==> src/rtl/ysyx_22040127_muldiv_seq_if.sv <==
// ysyx_22040127_muldiv_seq_if
// Handshake bundle between the execute stage and the iterative M-extension
// unit.
//   in_valid/in_ready   : request handshake (funct3, word flag, rs1, rs2)
//   flush               : abandon whatever op is in flight
//   out_valid/out_ready : result handshake (out_result)
//   busy                : stall request toward the execute stage
// The master modport is the requester side and the slave modport is the unit.
interface ysyx_22040127_muldiv_seq_if;
    logic        in_valid;
    logic        in_ready;
    logic [2:0]  in_funct3;
    logic        in_word;
    logic [63:0] in_src1;
    logic [63:0] in_src2;
    logic        flush;
    logic        out_valid;
    logic        out_ready;
    logic [63:0] out_result;
    logic        busy;

    modport master (
        output in_valid, in_funct3, in_word, in_src1, in_src2, flush, out_ready,
        input  in_ready, out_valid, out_result, busy
    );

    modport slave (
        input  in_valid, in_funct3, in_word, in_src1, in_src2, flush, out_ready,
        output in_ready, out_valid, out_result, busy
    );
endinterface

==> src/rtl/ysyx_22040127_muldiv_seq.sv <==
// ysyx_22040127_muldiv_seq
// Iterative RV64 M-extension unit (mul/mulh/mulhsu/mulhu/div/divu/rem/remu
// and their *W forms). One op is accepted in IDLE, runs ITER shift-add or
// restoring-divide steps in CALC, and waits in DONE until the result is taken.
// Divide-by-zero and signed overflow finish straight from IDLE to DONE.
//   clk : rising-edge clock
//   rst : synchronous, active-high reset
//   io  : slave side of ysyx_22040127_muldiv_seq_if (request, result,
//         flush and busy signals)
module ysyx_22040127_muldiv_seq #(
    parameter int XLEN = 64,
    parameter int ITER = 64
) (
    input logic                     clk,
    input logic                     rst,
    ysyx_22040127_muldiv_seq_if.slave io
);
    localparam int CNT_W = $clog2(ITER) + 1;

    typedef enum logic [1:0] {
        IDLE,
        CALC,
        DONE
    } state_e;

    state_e            state_q, state_d;
    logic [CNT_W-1:0]  counter_q, counter_d;
    logic [2*XLEN-1:0] acc_q, acc_d;
    logic [XLEN-1:0]   opnd_q, opnd_d;
    logic [XLEN-1:0]   result_q, result_d;
    logic              isDiv_q, isDiv_d;
    logic              isRem_q, isRem_d;
    logic              wantHigh_q, wantHigh_d;
    logic              isWord_q, isWord_d;
    logic              negate_q, negate_d;

    // Word results keep bits [31:0] and sign-extend them.
    function automatic logic [XLEN-1:0] fixWord(input logic isWord, input logic [XLEN-1:0] value);
        fixWord = isWord ? {{32{value[31]}}, value[31:0]} : value;
    endfunction

    // Request decode: signedness of each operand, width-adjusted operands,
    // their magnitudes, and the sign fix-up needed on the final result.
    logic            isDivIn, isRemIn, signed1, signed2;
    logic [XLEN-1:0] srcA, srcB, magA, magB;
    logic            negA, negB, divZero, divOvf, trivial;
    logic [XLEN-1:0] trivialRaw, trivialResult;

    always_comb begin
        isDivIn = io.in_funct3[2];
        isRemIn = io.in_funct3[2] & io.in_funct3[1];
        signed1 = 1'b0;
        signed2 = 1'b0;
        if (isDivIn) begin
            signed1 = ~io.in_funct3[0];
            signed2 = ~io.in_funct3[0];
        end else if (!io.in_word) begin
            // Only the high-half multiplies care about operand signs.
            case (io.in_funct3[1:0])
                2'b01:   begin signed1 = 1'b1; signed2 = 1'b1; end
                2'b10:   begin signed1 = 1'b1; signed2 = 1'b0; end
                default: begin signed1 = 1'b0; signed2 = 1'b0; end
            endcase
        end

        srcA = io.in_src1;
        srcB = io.in_src2;
        if (io.in_word) begin
            srcA = signed1 ? {{32{io.in_src1[31]}}, io.in_src1[31:0]} : {32'b0, io.in_src1[31:0]};
            srcB = signed2 ? {{32{io.in_src2[31]}}, io.in_src2[31:0]} : {32'b0, io.in_src2[31:0]};
        end
        negA = signed1 & srcA[XLEN-1];
        negB = signed2 & srcB[XLEN-1];
        magA = negA ? (~srcA + 1'b1) : srcA;
        magB = negB ? (~srcB + 1'b1) : srcB;

        // Trivial divides are judged at the operand width of the request.
        if (io.in_word) begin
            divZero = (io.in_src2[31:0] == 32'h0);
            divOvf  = signed1 & (io.in_src1[31:0] == 32'h8000_0000) & (io.in_src2[31:0] == 32'hFFFF_FFFF);
        end else begin
            divZero = (io.in_src2 == '0);
            divOvf  = signed1 & (io.in_src1 == {1'b1, {(XLEN-1){1'b0}}}) & (io.in_src2 == '1);
        end
        trivial = isDivIn & (divZero | divOvf);
        if (divZero) begin
            trivialRaw = isRemIn ? io.in_src1 : '1;
        end else begin
            trivialRaw = isRemIn ? '0 : io.in_src1;
        end
        trivialResult = fixWord(io.in_word, trivialRaw);
    end

    // One datapath step. Multiply: acc holds {partial high, remaining
    // multiplier}; add opnd when the multiplier LSB is set, then shift right.
    // Divide: acc holds {partial remainder, dividend/quotient}; shift left and
    // subtract the divisor whenever the shifted remainder covers it.
    logic [XLEN:0]     mulSum;
    logic [XLEN:0]     remShift;
    logic [XLEN-1:0]   remSub;
    logic [2*XLEN-1:0] accStep;

    always_comb begin
        mulSum   = {1'b0, acc_q[2*XLEN-1:XLEN]} + {1'b0, opnd_q};
        remShift = {acc_q[2*XLEN-1:XLEN], acc_q[XLEN-1]};
        remSub   = XLEN'(remShift - {1'b0, opnd_q});
        if (isDiv_q) begin
            if (remShift >= {1'b0, opnd_q}) begin
                accStep = {remSub, acc_q[XLEN-2:0], 1'b1};
            end else begin
                accStep = {acc_q[2*XLEN-2:0], 1'b0};
            end
        end else begin
            if (acc_q[0]) begin
                accStep = {mulSum, acc_q[XLEN-1:1]};
            end else begin
                accStep = {1'b0, acc_q[2*XLEN-1:1]};
            end
        end
    end

    // Final result built from the last step's output so it can be registered
    // on the same edge that moves the FSM to DONE.
    logic [2*XLEN-1:0] prodSigned;
    logic [XLEN-1:0]   quotient, remainder, finalRaw, finalResult;

    always_comb begin
        prodSigned = negate_q ? (~accStep + 1'b1) : accStep;
        quotient   = negate_q ? (~accStep[XLEN-1:0] + 1'b1) : accStep[XLEN-1:0];
        remainder  = negate_q ? (~accStep[2*XLEN-1:XLEN] + 1'b1) : accStep[2*XLEN-1:XLEN];
        if (isDiv_q) begin
            finalRaw = isRem_q ? remainder : quotient;
        end else begin
            finalRaw = wantHigh_q ? prodSigned[2*XLEN-1:XLEN] : prodSigned[XLEN-1:0];
        end
        finalResult = fixWord(isWord_q, finalRaw);
    end

    // Next-state logic. Flush beats both the accept and the result handshake.
    always_comb begin
        state_d    = state_q;
        counter_d  = counter_q;
        acc_d      = acc_q;
        opnd_d     = opnd_q;
        result_d   = result_q;
        isDiv_d    = isDiv_q;
        isRem_d    = isRem_q;
        wantHigh_d = wantHigh_q;
        isWord_d   = isWord_q;
        negate_d   = negate_q;

        if (io.flush) begin
            state_d   = IDLE;
            counter_d = '0;
        end else begin
            case (state_q)
                IDLE: begin
                    if (io.in_valid) begin
                        isDiv_d    = isDivIn;
                        isRem_d    = isRemIn;
                        wantHigh_d = ~isDivIn & ~io.in_word & (io.in_funct3[1:0] != 2'b00);
                        isWord_d   = io.in_word;
                        negate_d   = isRemIn ? negA : (negA ^ negB);
                        acc_d      = {{XLEN{1'b0}}, (isDivIn ? magA : magB)};
                        opnd_d     = isDivIn ? magB : magA;
                        counter_d  = '0;
                        if (trivial) begin
                            result_d = trivialResult;
                            state_d  = DONE;
                        end else begin
                            state_d  = CALC;
                        end
                    end
                end
                CALC: begin
                    acc_d     = accStep;
                    counter_d = counter_q + 1'b1;
                    if (counter_q == CNT_W'(ITER - 1)) begin
                        result_d  = finalResult;
                        counter_d = '0;
                        state_d   = DONE;
                    end
                end
                DONE: begin
                    if (io.out_ready) begin
                        state_d = IDLE;
                    end
                end
                default: begin
                    state_d = IDLE;
                end
            endcase
        end
    end

    // State register with synchronous reset clearing the whole datapath.
    always_ff @(posedge clk) begin
        if (rst) begin
            state_q    <= IDLE;
            counter_q  <= '0;
            acc_q      <= '0;
            opnd_q     <= '0;
            result_q   <= '0;
            isDiv_q    <= 1'b0;
            isRem_q    <= 1'b0;
            wantHigh_q <= 1'b0;
            isWord_q   <= 1'b0;
            negate_q   <= 1'b0;
        end else begin
            state_q    <= state_d;
            counter_q  <= counter_d;
            acc_q      <= acc_d;
            opnd_q     <= opnd_d;
            result_q   <= result_d;
            isDiv_q    <= isDiv_d;
            isRem_q    <= isRem_d;
            wantHigh_q <= wantHigh_d;
            isWord_q   <= isWord_d;
            negate_q   <= negate_d;
        end
    end

    assign io.in_ready   = (state_q == IDLE) & ~rst;
    assign io.busy       = (state_q != IDLE);
    assign io.out_valid  = (state_q == DONE);
    assign io.out_result = result_q;

endmodule

==> src/flat_wrapper.sv <==
// flat-port wrapper written by rule: the top's interface ports become plain ports
module ysyx_22040127_muldiv_seq_flat 
#(
    parameter int XLEN = 64,
    parameter int ITER = 64
)
  (clk, rst, io_in_valid, io_in_funct3, io_in_word, io_in_src1, io_in_src2, io_flush, io_out_ready, io_in_ready, io_out_valid, io_out_result, io_busy);
  ysyx_22040127_muldiv_seq_if io_i ();
  input logic clk;
  input logic rst;
  input wire logic [$bits(io_i.in_valid)-1:0] io_in_valid;
  input wire logic [$bits(io_i.in_funct3)-1:0] io_in_funct3;
  input wire logic [$bits(io_i.in_word)-1:0] io_in_word;
  input wire logic [$bits(io_i.in_src1)-1:0] io_in_src1;
  input wire logic [$bits(io_i.in_src2)-1:0] io_in_src2;
  input wire logic [$bits(io_i.flush)-1:0] io_flush;
  input wire logic [$bits(io_i.out_ready)-1:0] io_out_ready;
  output wire logic [$bits(io_i.in_ready)-1:0] io_in_ready;
  output wire logic [$bits(io_i.out_valid)-1:0] io_out_valid;
  output wire logic [$bits(io_i.out_result)-1:0] io_out_result;
  output wire logic [$bits(io_i.busy)-1:0] io_busy;
  assign io_i.in_valid = io_in_valid;
  assign io_i.in_funct3 = io_in_funct3;
  assign io_i.in_word = io_in_word;
  assign io_i.in_src1 = io_in_src1;
  assign io_i.in_src2 = io_in_src2;
  assign io_i.flush = io_flush;
  assign io_i.out_ready = io_out_ready;
  assign io_in_ready = io_i.in_ready;
  assign io_out_valid = io_i.out_valid;
  assign io_out_result = io_i.out_result;
  assign io_busy = io_i.busy;
  ysyx_22040127_muldiv_seq #(.XLEN(XLEN), .ITER(ITER)) u_core (.clk(clk), .rst(rst), .io(io_i));
endmodule
==> config.mk <==
export PLATFORM = sky130hd
export DESIGN_NAME = ysyx_22040127_muldiv_seq_flat
export DESIGN_NICKNAME = d
export VERILOG_FILES = /design/src/rtl/ysyx_22040127_muldiv_seq_if.sv /design/src/rtl/ysyx_22040127_muldiv_seq.sv /design/src/flat_wrapper.sv
export SDC_FILE = /design/constraint.sdc
export NUM_CORES = 2
export LEC_CHECK = 0
export ABC_AREA = 0
export CAP_MARGIN = 20
export CORE_MARGIN = 10
export CORE_UTILIZATION = 40
export CTS_BUF_LIST = sky130_fd_sc_hd__clkbuf_4 sky130_fd_sc_hd__clkbuf_8
export DETAILED_ROUTE_END_ITERATION = 10
export GPL_TIMING_DRIVEN = 1
export PLACE_DENSITY = 0.59
export SYNTH_ARGS = -nofsm -noshare
export SYNTH_HDL_FRONTEND = slang
export SYNTH_SLANG_ARGS = --single-unit
export TNS_END_PERCENT = 1
==> constraint.sdc <==
create_clock -name clk -period 10.9 [get_ports clk]
set_clock_uncertainty 0.05 [all_clocks]
set_input_delay 2.18 -clock clk [delete_from_list [all_inputs] [get_ports clk]]
set_output_delay 2.18 -clock clk [all_outputs]
set_load 0.02 [all_outputs]
# ---- Word level (Yosys, flattened, before mapping)
# Cells that the tools add are included.
dict set report totals {
  word_cells 113
  ff_bits 270
  output_inout_bits 67
}
dict set report op_classes {
  n_addsub 8
  n_bitwise 23
  muxes 45
  n_reduce_logical 13
  n_lt_le_gt_ge 1
  eq_ne 13
}
# operator count
set ops {}
lappend ops {{64-bit 2-to-1 mux} 21}
lappend ops {{128-bit 2-to-1 mux} 5}
lappend ops {{64-bit by 1-bit adder with 64-bit output (second input constant)} 4}
lappend ops {{64-bit NOT} 4}
lappend ops {{128-bit one-hot mux with 2 select lines} 1}
lappend ops {{128-bit by 1-bit adder with 128-bit output (second input constant)} 1}
lappend ops {{64-bit equality test (second input constant)} 2}
lappend ops {{128-bit NOT} 1}
lappend ops {{64-bit one-hot mux with 2 select lines} 1}
lappend ops {{64-bit by 64-bit adder with 65-bit output} 1}
lappend ops {{65-bit by 64-bit greater-or-equal comparator with 1-bit output} 1}
lappend ops {{32-bit equality test (second input constant)} 2}
lappend ops {{64-bit zero test} 1}
lappend ops {{64-bit subtractor} 1}
lappend ops {{32-bit zero test} 1}
lappend ops {{7-bit 2-to-1 mux} 2}
lappend ops {{7-bit one-hot mux with 2 select lines} 1}
lappend ops {{1-bit bitwise AND} 11}
lappend ops {{1-bit 2-to-1 mux} 9}
lappend ops {{3-bit AND reduction} 3}
lappend ops {{2-bit 2-to-1 mux} 4}
lappend ops {{7-bit by 1-bit adder with 7-bit output (second input constant)} 1}
lappend ops {{7-bit by 6-bit equality test with 1-bit output (second input constant)} 1}
lappend ops {{2-bit one-hot mux with 3 select lines} 1}
lappend ops {{other kinds (12)} 23}

# ---- Longest topological paths before layout
dict set report depth {
  depth_word 13
  mapped_depth 29
  ltp_nobuf 24
}

# ---- Least setup slack after synthesis
# Ideal clock, no wire load.
dict set report synth_path {
  path_kind {reg-to-reg}
  startpoint {register u_core.isDiv_q}
  endpoint {register u_core.result_q[50] (netlist: u_core.io.out_result[50])}
  required_ns 10.719
  arrival_time_ns 6.882
  path_buffers 9
  stages_incl_launch_ff 27
  slack_ns 3.837
  period_less_slack_ns 7.063
  cell_sequence {dfxtp_1 > clkbuf_1 > buf_1 > clkbuf_1 > clkbuf_1 > buf_2 > buf_2 > buf_2 > buf_1 > clkbuf_1 > mux2_2 > inv_1 > ha_1 > o221ai_1 > nor4_1 > nor3b_1 > nand3_1 > or3_1 > o31ai_1 > nand3b_1 > or4_4 > or3_4 > o41ai_2 > xor2_1 > nor2_1 > o31ai_1 > o211ai_1}
}
dict set report synth_between {
  elab_chain_len 9
}
# element line
set synth_lines {}
lappend synth_lines {{start, declared} ysyx_22040127_muldiv_seq.sv:31} ;# logic isDiv_q, isDiv_d;
lappend synth_lines {{start signal, assigned} ysyx_22040127_muldiv_seq.sv:215} ;# isDiv_q <= isDiv_d;
lappend synth_lines {{128-bit 2-to-1 mux} ysyx_22040127_muldiv_seq.sv:107} ;# if (isDiv_q) begin
lappend synth_lines {{128-bit NOT, or another cell as far along} ysyx_22040127_muldiv_seq.sv:128} ;# prodSigned = negate_q ? (~accStep + 1'b1) : accStep;
lappend synth_lines {{128-bit by 1-bit adder with 128-bit output, or another cell as far along} ysyx_22040127_muldiv_seq.sv:128}
lappend synth_lines {{128-bit 2-to-1 mux, or another cell as far along} ysyx_22040127_muldiv_seq.sv:128}
lappend synth_lines {{64-bit 2-to-1 mux (on tied branches)} {ysyx_22040127_muldiv_seq.sv:134, ysyx_22040127_muldiv_seq.sv:132}}
lappend synth_lines {{64-bit 2-to-1 mux *} ysyx_22040127_muldiv_seq.sv:131} ;# if (isDiv_q) begin
lappend synth_lines {{64-bit 2-to-1 mux *} ysyx_22040127_muldiv_seq.sv:39} ;# fixWord = isWord ? {{32{value[31]}}, value[31:0]} : value;
lappend synth_lines {{64-bit 2-to-1 mux *} ysyx_22040127_muldiv_seq.sv:178} ;# if (counter_q == CNT_W'(ITER - 1)) begin
lappend synth_lines {{64-bit one-hot mux with 2 select lines *} ysyx_22040127_muldiv_seq.sv:156} ;# case (state_q)
lappend synth_lines {{end signal, assigned} ysyx_22040127_muldiv_seq.sv:214} ;# result_q <= result_d;
lappend synth_lines {{end, declared} ysyx_22040127_muldiv_seq.sv:30} ;# logic [XLEN-1:0] result_q, result_d;
# Every way passes the cells marked *; elsewhere a longest branch is shown, timed or not. The select of a mux whose other input is x is not followed.
# A chain may end at the register's enable or synchronous reset.

# ---- Worst setup path after layout
dict set report layout_path {
  startpoint {register u_core.opnd_q[60]}
  endpoint {register u_core.result_q[50] (netlist: u_core.io.out_result[50])}
}
dict set report layout_between {
  elab_chain_len 11
}
# element line
set layout_lines {}
lappend layout_lines {{start, declared} ysyx_22040127_muldiv_seq.sv:29} ;# logic [XLEN-1:0] opnd_q, opnd_d;
lappend layout_lines {{start signal, assigned} ysyx_22040127_muldiv_seq.sv:213} ;# opnd_q <= opnd_d;
lappend layout_lines {{65-bit by 64-bit greater-or-equal comparator with 1-bit output *} ysyx_22040127_muldiv_seq.sv:108} ;# if (remShift >= {1'b0, opnd_q}) begin
lappend layout_lines {{128-bit 2-to-1 mux *} ysyx_22040127_muldiv_seq.sv:108}
lappend layout_lines {{128-bit 2-to-1 mux *} ysyx_22040127_muldiv_seq.sv:107}
lappend layout_lines {{128-bit NOT, or another cell as far along} ysyx_22040127_muldiv_seq.sv:128}
lappend layout_lines {{128-bit by 1-bit adder with 128-bit output, or another cell as far along} ysyx_22040127_muldiv_seq.sv:128}
lappend layout_lines {{128-bit 2-to-1 mux, or another cell as far along} ysyx_22040127_muldiv_seq.sv:128}
lappend layout_lines {{64-bit 2-to-1 mux (on tied branches)} {ysyx_22040127_muldiv_seq.sv:134, ysyx_22040127_muldiv_seq.sv:132}}
lappend layout_lines {{64-bit 2-to-1 mux *} ysyx_22040127_muldiv_seq.sv:131}
lappend layout_lines {{64-bit 2-to-1 mux *} ysyx_22040127_muldiv_seq.sv:39}
lappend layout_lines {{64-bit 2-to-1 mux *} ysyx_22040127_muldiv_seq.sv:178}
lappend layout_lines {{64-bit one-hot mux with 2 select lines *} ysyx_22040127_muldiv_seq.sv:156}
# Marked as above.

==> results.yml <==
outcome:
  outcome: "finished clean"
timing:
  worstMarginPinSlew_ns: 1.39
  fin_setup_tns_ns: 0
  maxSlewViolCount: 0
  fin_hold_ws_ns: 0.392
  rsz0062_at_grt: "no"
  period_minus_slack_ns: 8.47
  worst_slack_ns: 2.43
  fmax_mhz: 118
  hold_violations: 0
  timing.final.crit_share_pct: 77.7
  max-slew-margin-rel_pct: 6.67
  setup_viol: 0
synthesis:
  synthDistinctLibCells: 106
  synth.yosys.warnings: 0
  synth_largest_area_cell: "dfxtp_1"
  synthArstFlopShare_pct: 0
  yosysSeqAreaShare_pct: 15.7
  synth-seq-cells: 270
  synth_common_cells: "610 x nor2_1, 500 x nand2_1, 499 x a21oi_1"
  yosysMostFrequentCell: "nor2_1"
  synth-main-ff-cell: "dfxtp_1"
  syn_area_um2: 34400
  yosys-top-cells-area: "dfxtp_1 16%, a21oi_1 7.3%, nor2_1 6.6%"
  synth_fp_nets: 5375
  synth_top_area_share_pct: 15.7
  synth_area_per_cell_um2: 6.75
  syn_inst: 5100
  synth-edff-count: 0
cts:
  clock_sinks: 270
  cts_tree: "built"
  cts_buffer_depth: 3
  h-tree-depth: 2
  clock_latency_ns: 0.74
  cts_hold_buf: 0
  numCtsBuffers: 56
  clk_pin_slew_worst_paths_ns: 0.06
  ctsResizeCount: 0
  cts-root-buf: "clkbuf_8"
  postCtsSetupRepairBufs: 0
layout:
  post-route-util_pct: 45.4
  stdcell_area_um2: 38700
  final_cells: 6275
  drive_gt1_share_pct: 7.10
  syn_to_final_growth_pct: 12.4
  final_net_count: 5359
floorplanning:
  num_io_pins: 204
  die_area_um2: 98200
  rows: 107
  die_width_um: 313
  start_util_pct: 40.4
  coreArea_um2: 85300
  fp.dieH_um: 313
detailed_routing:
  ant_nets: 0
  dr_wl_met3_um: 19400
  vias: 42000
  top_layer_used: "met4"
  routed_wl_um: 178000
  drc: 0
  wl_per_cell_um: 28.3
  via_per_inst: 6.69
  wirelength_met1_um: 74900
  drtPass1Iterations: 10
  drt_iter0_markers: 5774
  routed-wl-met2_um: 74300
critical_path:
  cp-startpoint: "u_core.opnd_q[60]"
  rr_startpoint: "u_core.opnd_q[60]"
  cp-start-kind: "register"
  crit_end: "u_core.io.out_result[50]"
  r2r_end: "u_core.io.out_result[50]"
  critPathMaxFanout: 12
  worst-setup-path-type: "reg2reg"
  arrival_ns: 8.98
  worstRegToRegCells: 26
  end_kind: "register"
  rrSetupSlack_ns: 2.43
  worstPathRequired_ns: 11.41
pwr:
  leakage_nw: 14.2
  finalPower_mw: 3.99
  ir_worst_vdd_mv: 0.0730
  p_per_area_nw_per_um2: 103
placed_design:
  place_area_um2: 37300
  gp_congestion: 1.03
  hpwlAfterDp_um: 139000
  io_buffers: 203
  dp_cells: 6167
  pre_cts_ws_ns: 2.58
grt:
  antenna_found_initial: 5
  first_global_vias: 38100
  grt_max_degree: 115
  grt.overflow.total: 0
  grt_usage_pct: 34.1
  grt_pass1_wl_um: 258000
worst_hold_path:
  hold_class: "reg2reg"
flow_run:
  drv_cap: 0
## layout make-up
type	count	area [um2]
inverter	135	508
fill	9020	46600
antenna	1	2.50
timing repair buffer	315	2880
clock buffer	81	1060
clock inverter	23	312
multi-input combinational	4306	27100
sequential	270	5410
tap	1144	1430
## metal layers
| layer | global-route usage [%] | vias up |
|---|---|---|
| met5 | 0 | - |
| met4 | 15.0 | 0 |
| met3 | 7.71 | 425 |
| met2 | 50.9 | 2576 |
| met1 | 46.3 | 19900 |
| li1 | - | 19100 |
## power breakdown
group,internal [mW],switching (mW),leakage [nW]
registers,1.02,0.0445,2.19
logic,0.492,1.08,11.3
clock network,0.792,0.566,0.709
total,2.31,1.69,14.2
## sequential cells by signal, summed over array words and instances (netlist names), 2 cells and up
signal,cells
u_core.acc_q,128
u_core.counter_q,7
u_core.state_q,2
u_core.io.out_result,64
u_core.opnd_q,64
## cells by family after synthesis
logic type               count (synthesis)  share of synthesized area [%]
AO/OA/AOI/OAI                         1816                           35.0
XOR/XNOR                               314                           7.98
adder cells (fa/ha/maj)                155                           5.55
buffers and inverters                  524                           5.89
flip-flops                             270                           15.7
multiplexers                           119                           3.57
AND/OR/NAND/NOR                       1902                           26.3
## worst min-delay path by stage
stage	start	to	slack, ns	cells after the start
finish	u_core.io.out_result[45]	u_core.io.out_result[45]	0.39	2
global route	u_core.io.out_result[45]	u_core.io.out_result[45]	0.41	2
CTS	u_core.io.out_result[45]	u_core.io.out_result[45]	0.39	2
detailed placement	u_core.io.out_result[45]	u_core.io.out_result[45]	0.39	2
global placement	u_core.io.out_result[45]	u_core.io.out_result[45]	0.38	2
floorplan	u_core.opnd_q[22]	u_core.opnd_q[22]	0.40	2
## worst max-delay path: stages, from the launching register on
cell and delay, ns:
dfxtp_1 0.37, inv_1 0.06, ha_1 0.46, a21oi_1 0.20, o21ai_0 0.16, a41oi_1 0.55
o21ai_1 0.51, a2111oi_4 0.43, buf_4 0.24, a211oi_1 0.17, a21oi_1 0.29, ha_1 0.29
o221ai_1 0.18, nor4_1 0.53, nor3b_1 0.25, buf_4 0.18, nand3_1 0.16, or3_1 0.52
o31ai_1 0.78, nand3b_1 0.18, or4_4 0.47, or3_4 0.40, o41ai_2 0.25, xor2_1 0.19
nor2_1 0.06, o31ai_1 0.25, o211ai_1 0.12
## cell usage in the layout (no fill, tap or decap), types with 131 or more instances in the layout
cell	n
xor2_1	131
dfxtp_1	267
nor2_1	606
a21oi_1	497
inv_1	133
o21ai_0	354
nand2_1	499
xnor2_1	183
nor3_1	176
a211oi_1	165
ha_1	136
clkdlybuf4s50_1	200
No activity file was read; power rests on OpenSTA's default activity.
